**config.mk**
```make
export PLATFORM = sky130hd
export DESIGN_NAME = local_mean_3x3
export DESIGN_NICKNAME = d
export VERILOG_FILES = /design/src/rtl/local_mean_3x3_pkg.sv /design/src/rtl/div_by_9.sv /design/src/rtl/local_mean_3x3.sv
export SDC_FILE = /design/constraint.sdc
export NUM_CORES = 1
export LEC_CHECK = 0
export ABC_AREA = 1
export CAP_MARGIN = 20
export CORE_ASPECT_RATIO = 0.8
export CORE_MARGIN = 3
export CORE_UTILIZATION = 48
export DETAILED_ROUTE_END_ITERATION = 10
export GPL_TIMING_DRIVEN = 0
export PLACE_DENSITY = 0.72
export SLEW_MARGIN = 20
export SYNTH_ARGS = -nofsm -noshare
export SYNTH_HDL_FRONTEND = slang
export SYNTH_SLANG_ARGS = --single-unit
```
**constraint.sdc**
```tcl
create_clock -name clock -period 6.32 [get_ports clock]
set_input_delay 0.632 -clock clock [delete_from_list [all_inputs] [get_ports clock]]
set_output_delay 0.632 -clock clock [all_outputs]
set_load 0.02 [all_outputs]
```
**src/rtl/local_mean_3x3_pkg.sv**
```systemverilog
// Shared types and constants for the 3x3 local-mean stage and later window stages.
package local_mean_3x3_pkg;

    typedef enum logic [1:0] {
        StIdle,
        StRead,
        StWrite,
        StDone
    } state_e;

    localparam int unsigned TAPS        = 9;
    localparam int unsigned RECIP9      = 7282;
    localparam int unsigned RECIP_SHIFT = 16;
    localparam int unsigned ACC_W       = 12;
    localparam int unsigned TAP_W       = 4;

    // Offset codes: 0 -> -1, 1 -> 0, 2 -> +1. Row is the outer loop of the tap order.
    function automatic logic [1:0] tap_dy(input logic [TAP_W-1:0] tap);
        case (tap)
            4'd0, 4'd1, 4'd2: return 2'd0;
            4'd3, 4'd4, 4'd5: return 2'd1;
            default:          return 2'd2;
        endcase
    endfunction

    function automatic logic [1:0] tap_dx(input logic [TAP_W-1:0] tap);
        case (tap)
            4'd0, 4'd3, 4'd6: return 2'd0;
            4'd1, 4'd4, 4'd7: return 2'd1;
            default:          return 2'd2;
        endcase
    endfunction

endpackage

```
**src/rtl/div_by_9.sv**
```systemverilog
// Combinational floor(S/9) for S in 0..2295 using a reciprocal multiply.
module div_by_9
    import local_mean_3x3_pkg::*;
(
    input  logic [ACC_W-1:0] sum_i,
    output logic [7:0]       mean_o
);

    localparam int unsigned PROD_W = RECIP_SHIFT + 8;

    logic [PROD_W-1:0] prod;

    // 2295 * 7282 still fits below 2**24, so the product cannot overflow.
    assign prod   = PROD_W'(sum_i) * PROD_W'(RECIP9);
    assign mean_o = 8'(prod >> RECIP_SHIFT);

endmodule

```
**src/rtl/local_mean_3x3.sv**
```systemverilog
// Full-frame 3x3 box mean with border replication: reads the image memory tap by tap
// and writes floor(sum/9) per pixel into the threshold memory.
module local_mean_3x3
    import local_mean_3x3_pkg::*;
#(
    parameter int unsigned WIDTH_BITS  = 8,
    parameter int unsigned HEIGHT_BITS = 8
) (
    input  logic                   clock,
    input  logic                   reset,
    input  logic                   start,
    output logic [WIDTH_BITS-1:0]  oImageCol,
    output logic [HEIGHT_BITS-1:0] oImageRow,
    input  logic [7:0]             iImageData,
    output logic [WIDTH_BITS-1:0]  oThresholdCol,
    output logic [HEIGHT_BITS-1:0] oThresholdRow,
    output logic [7:0]             oThresholdData,
    output logic                   oThresholdWren,
    output logic                   busy,
    output logic                   finished
);

    localparam int unsigned WIDTH  = 2 ** WIDTH_BITS;
    localparam int unsigned HEIGHT = 2 ** HEIGHT_BITS;
    localparam int unsigned PIX_W  = WIDTH_BITS + HEIGHT_BITS;

    localparam logic [WIDTH_BITS-1:0]  COL_MAX = WIDTH_BITS'(WIDTH - 1);
    localparam logic [HEIGHT_BITS-1:0] ROW_MAX = HEIGHT_BITS'(HEIGHT - 1);

    state_e                 state_q, state_d;
    logic [PIX_W-1:0]       pix_q, pix_d;
    logic [TAP_W-1:0]       tap_q, tap_d;
    logic [ACC_W-1:0]       acc_q, acc_d;
    logic [WIDTH_BITS-1:0]  img_col_q, img_col_d;
    logic [HEIGHT_BITS-1:0] img_row_q, img_row_d;
    logic [WIDTH_BITS-1:0]  thr_col_q, thr_col_d;
    logic [HEIGHT_BITS-1:0] thr_row_q, thr_row_d;
    logic [7:0]             thr_data_q, thr_data_d;
    logic                   thr_wren_q, thr_wren_d;

    logic                   issue;
    logic [PIX_W-1:0]       addr_pix;
    logic [TAP_W-1:0]       addr_tap;
    logic [WIDTH_BITS-1:0]  cur_col, tap_col;
    logic [HEIGHT_BITS-1:0] cur_row, tap_row;
    logic [ACC_W-1:0]       sum;
    logic [7:0]             mean;

    assign sum = acc_q + ACC_W'(iImageData);

    div_by_9 u_div (
        .sum_i  (sum),
        .mean_o (mean)
    );

    // Which pixel/tap address is presented to the image memory in the next cycle.
    always_comb begin
        issue    = 1'b0;
        addr_pix = pix_q;
        addr_tap = tap_q + TAP_W'(1);
        case (state_q)
            StRead: begin
                issue = (tap_q < TAP_W'(TAPS - 1));
            end
            StWrite: begin
                issue    = (pix_q != '1);
                addr_pix = pix_q + PIX_W'(1);
                addr_tap = '0;
            end
            StIdle, StDone: begin
                issue    = start;
                addr_pix = '0;
                addr_tap = '0;
            end
            default: ;
        endcase
    end

    // Clamp neighbour coordinates to the frame (border replication).
    always_comb begin
        cur_col = addr_pix[WIDTH_BITS-1:0];
        cur_row = addr_pix[PIX_W-1:WIDTH_BITS];
        case (tap_dx(addr_tap))
            2'd0:    tap_col = (cur_col == '0) ? cur_col : cur_col - WIDTH_BITS'(1);
            2'd2:    tap_col = (cur_col == COL_MAX) ? cur_col : cur_col + WIDTH_BITS'(1);
            default: tap_col = cur_col;
        endcase
        case (tap_dy(addr_tap))
            2'd0:    tap_row = (cur_row == '0) ? cur_row : cur_row - HEIGHT_BITS'(1);
            2'd2:    tap_row = (cur_row == ROW_MAX) ? cur_row : cur_row + HEIGHT_BITS'(1);
            default: tap_row = cur_row;
        endcase
    end

    always_comb begin
        state_d    = state_q;
        pix_d      = pix_q;
        tap_d      = tap_q;
        acc_d      = acc_q;
        img_col_d  = issue ? tap_col : img_col_q;
        img_row_d  = issue ? tap_row : img_row_q;
        thr_col_d  = thr_col_q;
        thr_row_d  = thr_row_q;
        thr_data_d = thr_data_q;
        thr_wren_d = 1'b0;
        case (state_q)
            StIdle, StDone: begin
                if (start) begin
                    state_d = StRead;
                    pix_d   = '0;
                    tap_d   = '0;
                    acc_d   = '0;
                end
            end
            StRead: begin
                // Data of tap k arrives while tap k+1 is addressed.
                if (tap_q != '0) begin
                    acc_d = sum;
                end
                if (tap_q == TAP_W'(TAPS)) begin
                    state_d    = StWrite;
                    thr_wren_d = 1'b1;
                    thr_col_d  = pix_q[WIDTH_BITS-1:0];
                    thr_row_d  = pix_q[PIX_W-1:WIDTH_BITS];
                    thr_data_d = mean;
                end else begin
                    tap_d = tap_q + TAP_W'(1);
                end
            end
            StWrite: begin
                if (pix_q == '1) begin
                    state_d = StDone;
                end else begin
                    state_d = StRead;
                    pix_d   = pix_q + PIX_W'(1);
                    tap_d   = '0;
                    acc_d   = '0;
                end
            end
            default: state_d = StIdle;
        endcase
    end

    always_ff @(posedge clock) begin
        if (reset) begin
            state_q    <= StIdle;
            pix_q      <= '0;
            tap_q      <= '0;
            acc_q      <= '0;
            img_col_q  <= '0;
            img_row_q  <= '0;
            thr_col_q  <= '0;
            thr_row_q  <= '0;
            thr_data_q <= '0;
            thr_wren_q <= 1'b0;
        end else begin
            state_q    <= state_d;
            pix_q      <= pix_d;
            tap_q      <= tap_d;
            acc_q      <= acc_d;
            img_col_q  <= img_col_d;
            img_row_q  <= img_row_d;
            thr_col_q  <= thr_col_d;
            thr_row_q  <= thr_row_d;
            thr_data_q <= thr_data_d;
            thr_wren_q <= thr_wren_d;
        end
    end

    assign oImageCol      = img_col_q;
    assign oImageRow      = img_row_q;
    assign oThresholdCol  = thr_col_q;
    assign oThresholdRow  = thr_row_q;
    assign oThresholdData = thr_data_q;
    assign oThresholdWren = thr_wren_q;
    assign busy           = (state_q == StRead) || (state_q == StWrite);
    assign finished       = (state_q == StDone);

endmodule

```
==> results.md <==
- Status: complete, no violations
- Clk slew on worst S/H paths: 0.06 ns
- VDD IR max: 0.5811 mV
- Syn Inst Count: roughly 1100
- I/O pin count: 54
- Final hold violation count: 0
- Critical Path AT: 6.33 ns
- Dominant synthesized flop cell: dfxtp_1
- Crit end category: flip-flop
- GR Overflow Total: 0
- Post-synth top area cell: dfxtp_1
- Final HPWL from detailed placement: between 15000 and 20000 um
- Final #Nets: 1276
- Fmax: 0.1646 GHz
- Clock Skew: 0.006937 ns
- Post-layout min period: approximately 6.1 ns
- Vias per cell: 5.338
- Fin cells: 1342
- Wire per inst: 14.89 um
- Final Cell Area: 8650 um^2
- Core footprint: 14490 um^2
- Drt first pass iters: 5
- Placed inst area: 7945 um^2
- Placed insts: 1304
- Slew headroom: 0.5862
- Leak: roughly 0.0043 uW
- Syn Nets: 1191
- Die area: 16500 um^2
- Synth cell types: 40
- #FFs+latches synth: 75
- Share of layout cells above drive strength 1: 0.1183
- Pin count of the biggest net entering global routing: 16
- RePlAce Congestion: 0.9818
- Die Y: 115.5 um
- Total GRT Usage: 0.2467
- Register area share after synthesis: 0.2087
- Final ANT Viol Nets: 0
- Num CTS Buffers: 9
- Startpoint Class: input pin
- Pwr dens: approximately 600 nW/um^2
- Hold_buf cts: 0
- Vias: 7164
- Final setup violation count: 0
- Sink Count: 75
- Number of global-route vias before repair: 6647
- CTS root buf: clkbuf_16
- CTS tree: yes
- CP Max Fanout: 6
- Crit path kind: input pin to flip-flop
- CTS Buffer Depth: 2
- Period Utilization, post-route: 0.9614
- Critical Path RT: 6.57 ns
- Synthesized area: approximately 7200 um^2
- First-pass GRT wire length: around 33000 um
- Antenna cell count: 0
- Avg Synthesized Cell Area: 6.736 um^2
- Fin. max-slew vios: 0
- Max_cap viols: 0
- Number of synthesized flops with an enable pin: 0
- Slew @ Worst Pin: about 0.62 ns
- Initial Utilization: 0.4964
- Clk_lat worst skew: 0.35 ns
- Synthesis Warnings: 0
- Port buffer count: 52
- DRT Wirelength: around 20000 um
- Top post-synthesis cells by area: dfxtp_1 21%, ha_1 15%, nand2_1 13%, inv_1 8.0%, fa_1 6.7%
- Worst hold path type: flip-flop to flip-flop
- H-tree depth: 3
- Iter 0 DRT Violations: between 500 and 600
- Post-synth ARST share: 0
- Die width: 142.9 um
- Top-area cell type share of the netlist area: 0.2087
- Area growth syn-to-layout: 20.23%
- Initial antenna violation count: 0
- # DRC: 0
- Num rows: 39
report_power, final:
part	leakage [uW]	internal [uW]	switching, uW	total [uW]
logic	0.00358	1600	2440	4040
clock network	0.000135	273	234	506
registers	0.000612	552	71.1	623
state kept, by name, indices dropped and copies added (netlist names):
name and cells:
pix_q 16, state_q 2, oThresholdRow 8, tap_q 4, oImageRow 8, oThresholdWren 1
acc_q 12, oThresholdCol 8, oThresholdData 8, oImageCol 8
final cells by class:
| cell class | count | area (um^2) |
|---|---|---|
| clock inverters | 7 | 61.31 |
| multi-input cells | 804 | 5220 |
| plain buffers | 26 | 105.1 |
| repair buffers | 74 | 694.4 |
| well taps | 184 | 230.2 |
| inverters | 163 | 611.8 |
| clock buffers | 9 | 225.2 |
| flip-flops and latches | 75 | 1501 |
| fillers | 1403 | 5843 |
metrics by stage:
stage / utilization / setup TNS (ns) / hold slack, ns / power (uW) / setup slack (ns)
global route: 0.5968 / -0.4283 / 0.5032 / 5741 / -0.09554
global placement: 0.5482 / -6.149 / 0.4598 / 3963 / -0.8865
CTS: 0.5795 / 0 / 0.4749 / 4738 / 0.02062
floorplan: - / 0 / 0.4482 / 3176 / 0.2686
detailed placement: 0.5482 / -6.162 / 0.4656 / 4017 / -0.9085
finish: 0.5968 / 0 / 0.4756 / 5169 / 0.2442
cells in the final DEF, fill, tap and decap left out, types with 10 or more instances in the layout:
master	n
xnor2_1	11
nand2_2	16
inv_2	16
a21oi_1	64
nor2_1	75
ha_1	78
xor2_1	17
clkbuf_1	20
dfxtp_1	75
o21ai_1	11
inv_1	147
clkdlybuf4s50_1	50
nand4_1	16
fa_1	23
o21ai_0	76
a21o_1	10
nand2_1	240
nand3_1	79
nor2_2	13
buf_4	21
worst max-delay path, stage by stage:
cell             delay (ns)
clkdlybuf4s50_1        0.40
ha_1                   0.38
a21oi_1                0.23
o21ai_1                0.12
nand2_1                0.07
o2111ai_1              0.22
xor2_2                 0.34
inv_1                  0.13
fa_1                   0.51
inv_2                  0.05
ha_4                   0.26
inv_1                  0.04
fa_1                   0.48
inv_1                  0.05
fa_1                   0.48
inv_2                  0.04
fa_1                   0.38
inv_1                  0.07
ha_2                   0.30
a21o_1                 0.21
a31oi_4                0.19
nand2_2                0.09
a221oi_4               0.27
a21o_1                 0.15
nand3_1                0.09
nand2_1                0.10
inv_1                  0.04
per-layer routing:
| metal | share of wire | routed length, um | global-route usage | vias to the layer above |
|---|---|---|---|---|
| met1 | 0.51 | 10250 | 0.3789 | 3251 |
| met5 | 0 | 0 | 0 | - |
| met4 | 0.015 | 301 | 0.06143 | 0 |
| met2 | 0.40 | 8005 | 0.3551 | 248 |
| met3 | 0.071 | 1423 | 0.04497 | 26 |
| li1 | - | - | - | 3639 |
repair_timing:
action,CTS,global route
gates resized for setup,17,42
pin swaps,15,26
buffers inserted,12,10
gates cloned,0,0
endpoints found under the setup margin,8,8
synthesized netlist by cell type (all sizes together), types with 14 or more instances:
master / n
nand2: 257
inv: 163
o21ai: 96
nor2: 93
ha: 88
nand3: 84
dfxtp: 75
a21oi: 66
fa: 24
clkbuf: 21
xor2: 21
nand4: 16
xnor2: 14
worst paths after layout:
kind                                                     from                              to  slack, ns  cells past startpoint
worst max-delay path                            iImageData[2]  oThresholdData[7]$_SDFFE_PP0P_       0.24                     27
worst min-delay path            oThresholdCol[2]$_SDFFE_PP0P_   oThresholdCol[2]$_SDFFE_PP0P_       0.48                      2
worst max register to register          acc_q[0]$_SDFFE_PP0P_  oThresholdData[7]$_SDFFE_PP0P_       0.51                     31
worst min register to register  oThresholdCol[2]$_SDFFE_PP0P_   oThresholdCol[2]$_SDFFE_PP0P_       0.48                      2
kinds of logic (layout without fill, tap and decap cells):
kind of cell             Yosys count  in the layout  synth area share
AO/OA/AOI/OAI                    187            187            0.1435
flip-flops                        75             75            0.2087
AND/OR/NAND/NOR                  470            470            0.2847
adder cells (fa/ha/maj)          112            112            0.2198
XOR/XNOR                          35             35           0.04365
buffers and inverters            189            279           0.09965
Note: power is estimated with default switching activity, not from simulation.
